===== src/rtl/rom_image_loader.sv =====
// rom_image_loader: streams bytes from a valid/ready source into a block RAM.
// Bytes are packed little-endian into RAM_WIDTH-bit words and written from
// address 0 upward. busy/done and an 8-bit additive checksum let the system
// controller validate the image before releasing the CPU.
module rom_image_loader #(
  parameter int RAM_WIDTH = 18,
  parameter int RAM_DEPTH = 1024,
  localparam int BPW = (RAM_WIDTH + 7) / 8,
  localparam int AW  = (RAM_DEPTH > 1) ? $clog2(RAM_DEPTH) : 1
) (
  input  logic                 clka,
  input  logic                 rsta_n,
  input  logic                 start,
  input  logic                 abort,
  input  logic [7:0]           s_data,
  input  logic                 s_valid,
  output logic                 s_ready,
  output logic                 wea,
  output logic [AW-1:0]        addra_w,
  output logic [RAM_WIDTH-1:0] dina,
  output logic                 busy,
  output logic                 done,
  output logic [7:0]           checksum
);

  localparam int BCW = (BPW > 1) ? $clog2(BPW) : 1;

  localparam logic [1:0] IDLE    = 2'd0;
  localparam logic [1:0] COLLECT = 2'd1;
  localparam logic [1:0] WRITE   = 2'd2;
  localparam logic [1:0] DONE    = 2'd3;

  logic [1:0]           state;
  logic [BCW-1:0]       byte_cnt;
  logic [RAM_WIDTH-1:0] asm_word;
  logic [RAM_WIDTH-1:0] asm_next;
  logic                 xfer;
  logic                 last_byte;
  logic                 last_word;

  // Status and handshake outputs decode directly from the state register.
  assign s_ready   = (state == COLLECT);
  assign busy      = (state == COLLECT) || (state == WRITE);
  assign done      = (state == DONE);
  assign xfer      = s_valid && s_ready;
  assign last_byte = (byte_cnt == BCW'(BPW - 1));
  assign last_word = (addra_w == AW'(RAM_DEPTH - 1));

  // Merge the incoming byte into its lane; bits past RAM_WIDTH-1 fall away.
  for (genvar b = 0; b < RAM_WIDTH; b++) begin : g_lane
    assign asm_next[b] = (byte_cnt == BCW'(b / 8)) ? s_data[b % 8] : asm_word[b];
  end

  // Load sequencing, word assembly, write port and checksum.
  always_ff @(posedge clka) begin
    if (!rsta_n) begin
      state    <= IDLE;
      byte_cnt <= '0;
      asm_word <= '0;
      addra_w  <= '0;
      dina     <= '0;
      wea      <= 1'b0;
      checksum <= '0;
    end else begin
      wea <= 1'b0;
      if (xfer) begin
        checksum <= checksum + s_data;
      end
      case (state)
        IDLE, DONE: begin
          if (start) begin
            state    <= COLLECT;
            checksum <= '0;
            byte_cnt <= '0;
            addra_w  <= '0;
            asm_word <= '0;
          end
        end
        COLLECT: begin
          if (abort) begin
            state <= IDLE;
          end else if (xfer) begin
            if (last_byte) begin
              dina     <= asm_next;
              wea      <= 1'b1;
              byte_cnt <= '0;
              asm_word <= '0;
              state    <= WRITE;
            end else begin
              asm_word <= asm_next;
              byte_cnt <= byte_cnt + 1'b1;
            end
          end
        end
        WRITE: begin
          if (abort) begin
            state <= IDLE;
          end else if (last_word) begin
            state <= DONE;
          end else begin
            addra_w <= addra_w + 1'b1;
            state   <= COLLECT;
          end
        end
        default: state <= IDLE;
      endcase
    end
  end

endmodule


===== config.mk =====
export PLATFORM = sky130hd
export DESIGN_NAME = rom_image_loader
export DESIGN_NICKNAME = d
export VERILOG_FILES = /design/src/rtl/rom_image_loader.sv
export SDC_FILE = /design/constraint.sdc
export NUM_CORES = 1
export LEC_CHECK = 0
export BUFFER_PORTS_ARGS = -buffer_cell sky130_fd_sc_hd__buf_2
export CAP_MARGIN = 20
export CORE_MARGIN = 2
export CORE_UTILIZATION = 51
export CTS_BUF_LIST = sky130_fd_sc_hd__clkbuf_8
export CTS_CLUSTER_DIAMETER = 40
export DETAILED_ROUTE_END_ITERATION = 10
export PLACE_DENSITY = 0.8
export SYNTH_ARGS = -nofsm -noshare
export SYNTH_HDL_FRONTEND = slang
export SYNTH_SLANG_ARGS = --single-unit

===== constraint.sdc =====
create_clock -name clka -period 2 [get_ports clka]
set_input_delay 0.1 -clock clka [delete_from_list [all_inputs] [get_ports clka]]
set_output_delay 0.1 -clock clka [all_outputs]
set_load 0.05 [all_outputs]

# Yosys cells after proc, flatten, opt, wreduce, memory -nomap -nowiden
# Cells that the tools add are included.
[word_totals] ff_bits=59 latch_bits=0 ram_bits=0 romBits=0 in_bits=13 out_inout_bits=40 wordCells=82 n_memories=0
[op_classes] n_addsub=3 multipliers=0 div_mod_pow=0 magnitude_cmp=0 eq_ne=13 shift=0 mux=43 bitwise=4 n_reduce_logical=12
[op_table] op="2-to-1 mux 18 bit" count=4
[op_table] op="case mux 18 bit (2 select lines)" count=1
[op_table] op="2-to-1 mux 10 bit" count=3
[op_table] op="2-to-1 mux 8 bit" count=3
[op_table] op="2-to-1 mux 2 bit" count=10
[op_table] op="case mux 10 bit (2 select lines)" count=1
[op_table] op="2-to-1 mux 1 bit" count=19
[op_table] op="AND reduction 4 bit" count=3
[op_table] op="adder 10 x 1 -> 10 bit, second input constant" count=1
[op_table] op="== test 10 bit, second input constant" count=1
[op_table] op="adder 8 bit" count=1
[op_table] op="inequality test 2 bit, second input constant" count=4
[op_table] op="== test 2 bit, second input constant" count=3
[op_table] op="inequality test 3 x 2 -> 1 bit, second input constant" count=2
[op_table] op="case mux 2 bit (3 select lines)" count=1
[op_table] op="== test 2 x 1 -> 1 bit, second input constant" count=2
[op_table] op="zero test 2 bit" count=2
[op_table] op="inverter 1 bit" count=4
[op_table] op="case mux 2 bit (2 select lines)" count=1
[op_table] op="nonzero test 2 bit" count=2
[op_table] op="OR reduction 4 bit" count=1
[op_table] op="AND reduction 3 bit" count=1
[op_table] op="adder 2 x 1 -> 2 bit, second input constant" count=1
[op_table] op="inequality test 2 x 1 -> 1 bit, second input constant" count=1
[op_table] op="other kinds (3)" count=3

# Longest topological paths before layout
# Gate-level depths: netlist of the first run.
[logic_depth] word_depth=6 ltp_mapped=8 mapped_depth_nobuf=7

# Least setup slack after synthesis of the first run
# No wires, ideal clock.
[synth_path] path_type="reg2reg" from="register checksum[0]" to="register checksum[6]" arrival_time_ns=2.051 path_slack_ns=-0.170 stages_incl_launch_ff=8 period_less_slack_ns=2.170 cell_sequence="dfxtp_1 ha_1 fa_1 a21o_1 a21oi_1 a2bb2oi_1 nor4_1 a211o_1"
[synth_between] elab_chain_cells=4
[synth_rtl] element="start: declaration" line="23" rtl="output logic [7:0] checksum"
[synth_rtl] element="start signal: assignment" line="67" rtl="checksum <= checksum + s_data;"
[synth_rtl] element="adder 8 bit *" line="67"
[synth_rtl] element="2-to-1 mux 8 bit *" line="66" rtl="if (xfer) begin"
[synth_rtl] element="2-to-1 mux 8 bit" line="71" rtl="if (start) begin"
[synth_rtl] element="2-to-1 mux 8 bit *" line="69" rtl="case (state)"
# Mark *: on every way between the ends. The rest lies on a longest branch, timed or not.
# A chain may end at the register's enable or synchronous reset.

# Worst setup path after layout of the first run
# Ends and elaborated chain as after synthesis.

==> impl_metrics.env, run 1 <==
export IMPL_drc=0
export IMPL_rsz0062_at_grt="true"
export IMPL_wirelength_um=6380
export IMPL_crit_start="checksum[0]"
export IMPL_grt_overflow=0
export IMPL_min_period_ps=1940
export IMPL_drive_above_1_share_pct=25.0
export IMPL_p_leak_nw=1.37
export IMPL_p_sw_w=0.000656
export IMPL_power_frac_clock_pct=42.9
export IMPL_drv_slew=0
export IMPL_start_util_pct=53.4
export IMPL_antenna_cells=0
export IMPL_viasPerCell=5.50
export IMPL_grt_pass1_vias=2255
export IMPL_fin_crit_sh_pct=96.9
export IMPL_netlist_area_mm2=0.00275
export IMPL_cp_data_required_time_ps=2220
export IMPL_wire_per_inst_um=14.1
export IMPL_setup_worst_path_end="checksum[6]"
export IMPL_design_die_area_mm2=0.00599
export IMPL_worst_path_stages=7
export IMPL_start_kind="flip-flop"
export IMPL_crit_chain="ha_1, fa_1, a21o_1, a21oi_2, a2bb2oi_2, nor4_1, a211o_1"
export IMPL_clk_pin_slew_ps=70
export IMPL_status="finished clean"
export IMPL_setup_tns_final_ps=0
export IMPL_cap_violations=0
export IMPL_gp_congestion=0.866
export IMPL_synthTopCellsByArea="dfxtp_1 (42%), nand2_1 (8.7%), a21boi_1 (5.2%), ha_1 (5.0%), a22oi_1 (4.4%)"
export IMPL_clkSinkCount=57
export IMPL_groute_usage_overall_pct=21.9
export IMPL_fin_skew_ps=9.11
export IMPL_pwr_share_seq_pct=44.8
export IMPL_grt_first_pass_wirelength_um=10500
export IMPL_rr_endpoint="checksum[6]"
export IMPL_yosys_warnings=0
export IMPL_crit_fanout=3
export IMPL_hold_viol=0
export IMPL_hp_start="s_data[0]"
export IMPL_grt_max_degree=56
export IMPL_layout_nets=404
export IMPL_top_layer_used="met4"
export IMPL_synthToLayoutAreaGrowth_pct=22.4
export IMPL_netlist_area_leader_share_pct=41.5
export IMPL_yosysSeqAreaShare_pct=41.5
export IMPL_setup_viol_count_final=0
export IMPL_avgSynthCellArea_um2=8.66
export IMPL_min_path_type="in2reg"
export IMPL_r2r_start="checksum[0]"
export IMPL_cts_root_buf="clkbuf_8"
export IMPL_final_cell_mix="nand2_1 (64), dfxtp_1 (55), buf_2 (52), a21boi_1 (19), nor2b_1 (19)"
export IMPL_criticalPathCategory="reg2reg"
export IMPL_arrival_ps=2160
export IMPL_cts_buffers=9
export IMPL_ys_async_sr_fraction_pct=0
export IMPL_fin_util_pct=65.4
export IMPL_synth_largest_area_cell="dfxtp_1"
export IMPL_die_y_um=77.4
export IMPL_cts_setup_buffers=0
export IMPL_ys_types=51
export IMPL_swShare_pct=25.4
export IMPL_clk_latency_ps=340
export IMPL_rrSetupSlack_ps=60
export IMPL_cp_end_kind="flip-flop"
export IMPL_synth_cells=317
export IMPL_crit_buf_inv=0
export IMPL_rr_worst_depth=7
export IMPL_syn_num_nets=342
export IMPL_worst_slew_pin_slew_ps=621
export IMPL_synth_seq_cells=57
export IMPL_via_count=2499
export IMPL_slew_headroom_pct=58.6
export IMPL_drtAntennaViolNets=0
export IMPL_dr_wl_met2_um=2990
export IMPL_cts_max_level=3
export IMPL_wl_met3_um=347
export IMPL_final_common_cell="nand2_1"
export IMPL_io_pin_count=53
export IMPL_powerDensity_mw_per_mm2=769
export IMPL_p_comb_share_pct=12.3
export IMPL_die_w_um=77.4
export IMPL_ir_drop_mv=0.359
export IMPL_num_rows=26
export IMPL_drt_first_pass_iters=5
export IMPL_core_mm2=0.00514
export IMPL_slowest_stage="fa_1"
export IMPL_hpwl_um=4450
export IMPL_drtIter0Drc=170
export IMPL_synth_edf_count=0
export IMPL_max_freq_mhz=516
export IMPL_synth_ff_type="dfxtp_1"
export IMPL_p_int_w=0.00193
export IMPL_clk_path_buf_depth=2
export IMPL_antenna_found_initial=0
export IMPL_critPathMaxStageDelay_ps=390
export IMPL_portBuffers=52
export IMPL_path_delay_family="compound AO/OA/AOI/OAI gates"
export IMPL_met1_length_um=2960
export IMPL_cts_tree="done"
==> cells in the mapped netlist, types with 3 or more instances <==
cell type and number:
o32ai_1 3, nor2_1 7, a21oi_1 18, nand4_1 3, a21o_1 4, a211o_1 3
a21boi_1 19, and2_1 3, a211oi_1 3, o22ai_1 6, clkbuf_1 8, nand3_1 9
inv_1 8, nor2b_1 19, nand2b_1 6, a22oi_1 16, nor3_1 3, buf_2 3
o21ai_0 3, ha_1 11, nand3b_1 5, dfxtp_1 57, nand2_1 64, xnor2_1 3
==> cell type report <==
class | count | area (µm²)
inverter | 8 | 30.0
tap | 70 | 87.6
clock inverter | 4 | 42.5
fill | 455 | 1780
clock buffer | 12 | 165
timing repair buffer | 62 | 335
multi-input combinational | 241 | 1560
sequential | 57 | 1140
==> registers in the layout (all words and copies together) (netlist names) <==
| name | cells |
|---|---|
| wea | 1 |
| asm_word | 16 |
| byte_cnt | 2 |
| checksum | 8 |
| state | 2 |
| dina | 18 |
| addra_w | 10 |
==> tightest hold or removal path, cell delays in order <==
cell and delay, ps:
buf_2 140, nand2_1 60, a21boi_1 50
==> per-layer routing <==
layer  track usage [%]  vias up
met1              28.9     1165
met4              8.39        0
met3              4.88       11
met2              34.9       69
li1                  -     1254
met5                 0        -
==> per-stage QoR <==
stage / setup WS [ps] / hold slack [ps] / instances / total power [W] / instance area [µm²]
floorplan: -43.6 / 235 / 317 / 0.00140 / 2750
global placement: 56.7 / 408 / 437 / 0.00149 / 3130
detailed placement: 6.24 / 411 / 437 / 0.00149 / 3130
CTS: 16.3 / 53.2 / 453 / 0.00260 / 3340
global route: -23.6 / 87.9 / 454 / 0.00269 / 3360
finish: 62.0 / 68.0 / 454 / 0.00259 / 3360
==> worst min-delay path by stage <==
stage,to,depth (start not counted),slack [ps]
3_3_place_gp,dina[16],3,410
3_5_place_dp,dina[16],3,410
5_1_grt,dina[16],3,90
2_1_floorplan,dina[16],2,230
6_report,dina[16],3,70
4_1_cts,dina[16],3,50
==> power by group through the flow <==
stage	registers [W]	clock network, W	logic [W]
CTS	0.00116	0.00113	0.000313
global route	0.00116	0.00118	0.000347
finish	0.00116	0.00111	0.000317
detailed placement	0.00118	0	0.000309
floorplan	0.00120	0	0.000199
global placement	0.00118	0	0.000304
==> timing repair <==
action	4_1_cts	5_1_grt
pin swaps	1	2
setup endpoints to repair	2	9
hold buffers	0	0
cloned	0	1
gates resized for setup	1	2
==> cells by family (layout without fill, tap and decap cells) <==
group	Yosys count	in the layout	share of synthesized area (%)
and+or+nand+nor	137	138	26.5
AOI/OAI and AO/OA	87	87	22.1
DFF	57	57	41.5
buffers and inverters	20	86	2.87
adders and majority gates	12	12	5.74
xor gates and xnor gates	3	3	0.957
muxes	1	1	0.364
No activity file was read; power rests on OpenSTA's default activity.
==> run 2, diff against run 1 <==
- clock period: 2 -> 1.7 ns (I/O delays scaled with it)
==> run 2 against run 1 <==
The flow now finishes with violations (negative setup slack). Non-clock buffer count increased by 20. Via count increased by 7.0%. Critical path depth unchanged. Fmax increased by 6.7%. Combinational power increased by 53%. Cell area increased by 11%. Largest cell class unchanged. Sequential share of layout area decreased by 2.7 points.
==> impl_metrics.env, run 2 (synthesis gave the netlist of run 1 again) <==
export IMPL_min_period_ps=1820
export IMPL_fin_area_mm2=0.00374
export IMPL_criticalPathCategory="reg2reg"
export IMPL_cap_violations=0
export IMPL_cp_end_kind="flip-flop"
export IMPL_viasPerCell=5.66
export IMPL_ctsHoldBuffers=0
export IMPL_crit_start="checksum[0]"
export IMPL_grt_first_pass_wirelength_um=11700
export IMPL_clk_latency_ps=340
export IMPL_antenna_found_initial=0
export IMPL_drtAntennaViolNets=0
export IMPL_synthToLayoutAreaGrowth_pct=36.3
export IMPL_fin_cells=473
export IMPL_clkSinkCount=57
export IMPL_design_die_area_mm2=0.00599
export IMPL_regMostFlops="dina"
export IMPL_setup_viol_count_final=2
export IMPL_arrival_ps=2040
export IMPL_fin_skew_ps=8.54
export IMPL_antenna_cells=0
export IMPL_cts_tree="done"
export IMPL_grt_overflow=0
export IMPL_r2r_start="checksum[0]"
export IMPL_ir_drop_mv=0.517
export IMPL_powerDensity_mw_per_mm2=838
export IMPL_hp_start="s_data[2]"
export IMPL_cts_buffers=9
export IMPL_fin_crit_sh_pct=107
export IMPL_seq_area_mm2=0.00117
export IMPL_via_count=2675
export IMPL_worst_slew_pin_slew_ps=388
export IMPL_io_pin_count=53
export IMPL_cts_max_level=3
export IMPL_slew_headroom_pct=74.1
export IMPL_cts_root_buf="clkbuf_8"
export IMPL_drc=0
export IMPL_wire_per_inst_um=15.6
export IMPL_drv_slew=0
export IMPL_hold_viol=0
export IMPL_wirelength_um=7390
export IMPL_drt_first_pass_iters=4
export IMPL_min_path_type="in2reg"
export IMPL_placed_area_mm2=0.00333
export IMPL_crit_fanout=2
export IMPL_layout_nets=423
export IMPL_rsz0062_at_grt="true"
export IMPL_clk_pin_slew_ps=70
export IMPL_final_cell_mix="nand2_1 (64), buf_2 (52), dfxtp_1 (40), buf_4 (25)"
export IMPL_die_y_um=77.4
export IMPL_drtIter0Drc=125
export IMPL_violations="negative setup slack"
export IMPL_p_leak_nw=1.51
export IMPL_groute_usage_overall_pct=24.6
export IMPL_cp_data_required_time_ps=1930
export IMPL_drive_above_1_share_pct=39.7
export IMPL_dp_cells=451
export IMPL_power_total_w=0.00314
export IMPL_start_util_pct=53.4
export IMPL_core_mm2=0.00514
export IMPL_num_rows=26
export IMPL_gp_congestion=0.829
export IMPL_status="finished, violations left"
export IMPL_grt_pass1_vias=2502
export IMPL_fillers=426
export IMPL_portBuffers=52
export IMPL_max_freq_mhz=551
export IMPL_reg_top3="dina (18), asm_word (16), addra_w (10)"
export IMPL_fin_ws_ps=-116
export IMPL_clk_path_buf_depth=2
export IMPL_multi_input_area_mm2=0.00173
export IMPL_whs_ps=93.0
export IMPL_start_kind="flip-flop"
export IMPL_largest_reg_flops=18
export IMPL_final_common_cell="nand2_1"
export IMPL_die_w_um=77.4
export IMPL_grt_max_degree=31
export IMPL_hpwl_um=4940
run 2: cell count changes in the layout (fill, tap and decap cells not counted), moves of 3 or more:
cell / change
ha_1: -3
a22oi_1: -10
a21oi_2: +6
dfxtp_4: +4
ha_4: +4
buf_4: +15
a21oi_1: -6
a22oi_2: +10
buf_6: +3
dfxtp_1: -15
inv_1: -4
dfxtp_2: +11
run 2: repair_timing:
| action | 4_1_cts | 5_1_grt |
|---|---|---|
| pin swaps | 3 | 18 |
| endpoints found under the setup margin | 7 | 28 |
| resized for setup | 6 | 29 |
| gates cloned | 1 | 0 |
| buffers inserted | 0 | 5 |
run 2: layout make-up:
type | count | area share [%]
flip-flops and latches | 57 | 31.3
well taps | 70 | 2.34
inverters | 8 | 0.802
repair buffers | 82 | 13.9
clock buffers | 11 | 4.04
clock inverters | 5 | 1.44
multi-input cells | 240 | 46.1
run 2: path summary, 6_finish.rpt:
path / depth (start not counted) / slack [ps] / endpoint
min reg2reg: 2 / 450 / dina[8]
max: 7 / -120 / checksum[6]
min: 3 / 90 / asm_word[2]
max reg2reg: 7 / -120 / checksum[6]
run 2: through the flow:
step	setup TNS [ps]	worst slack [ps]	util, %
finish	-117	-116	72.8
global placement	-37.1	-28.4	64.8
global route	-783	-151	72.8
detailed placement	-110	-56.0	64.8
CTS	-74.6	-70.2	69.2
floorplan	-901	-115	-
run 2: critical path, stage by stage (launching register included):
cell and delay, ps:
dfxtp_4 350, ha_4 150, fa_2 330, a21o_1 170, a21oi_2 160, a2bb2oi_2 220, nor4_2 60, a211o_1 260
run 2: power breakdown:
part | internal, W | leakage (nW) | switching [W] | total [W]
logic | 0.000200 | 0.927 | 0.000285 | 0.000485
clock network | 0.000751 | 0.109 | 0.000543 | 0.00129
registers | 0.00135 | 0.469 | 0.0000128 | 0.00136
run 2: layer usage:
metal / share of wire (%) / track usage (%) / vias to the layer above
li1: - / - / 1289
met1: 43 / 30.5 / 1270
met2: 49 / 40.9 / 100
met3: 6.1 / 6.98 / 16
met4: 2.4 / 8.75 / 0
met5: 0 / 0 / -
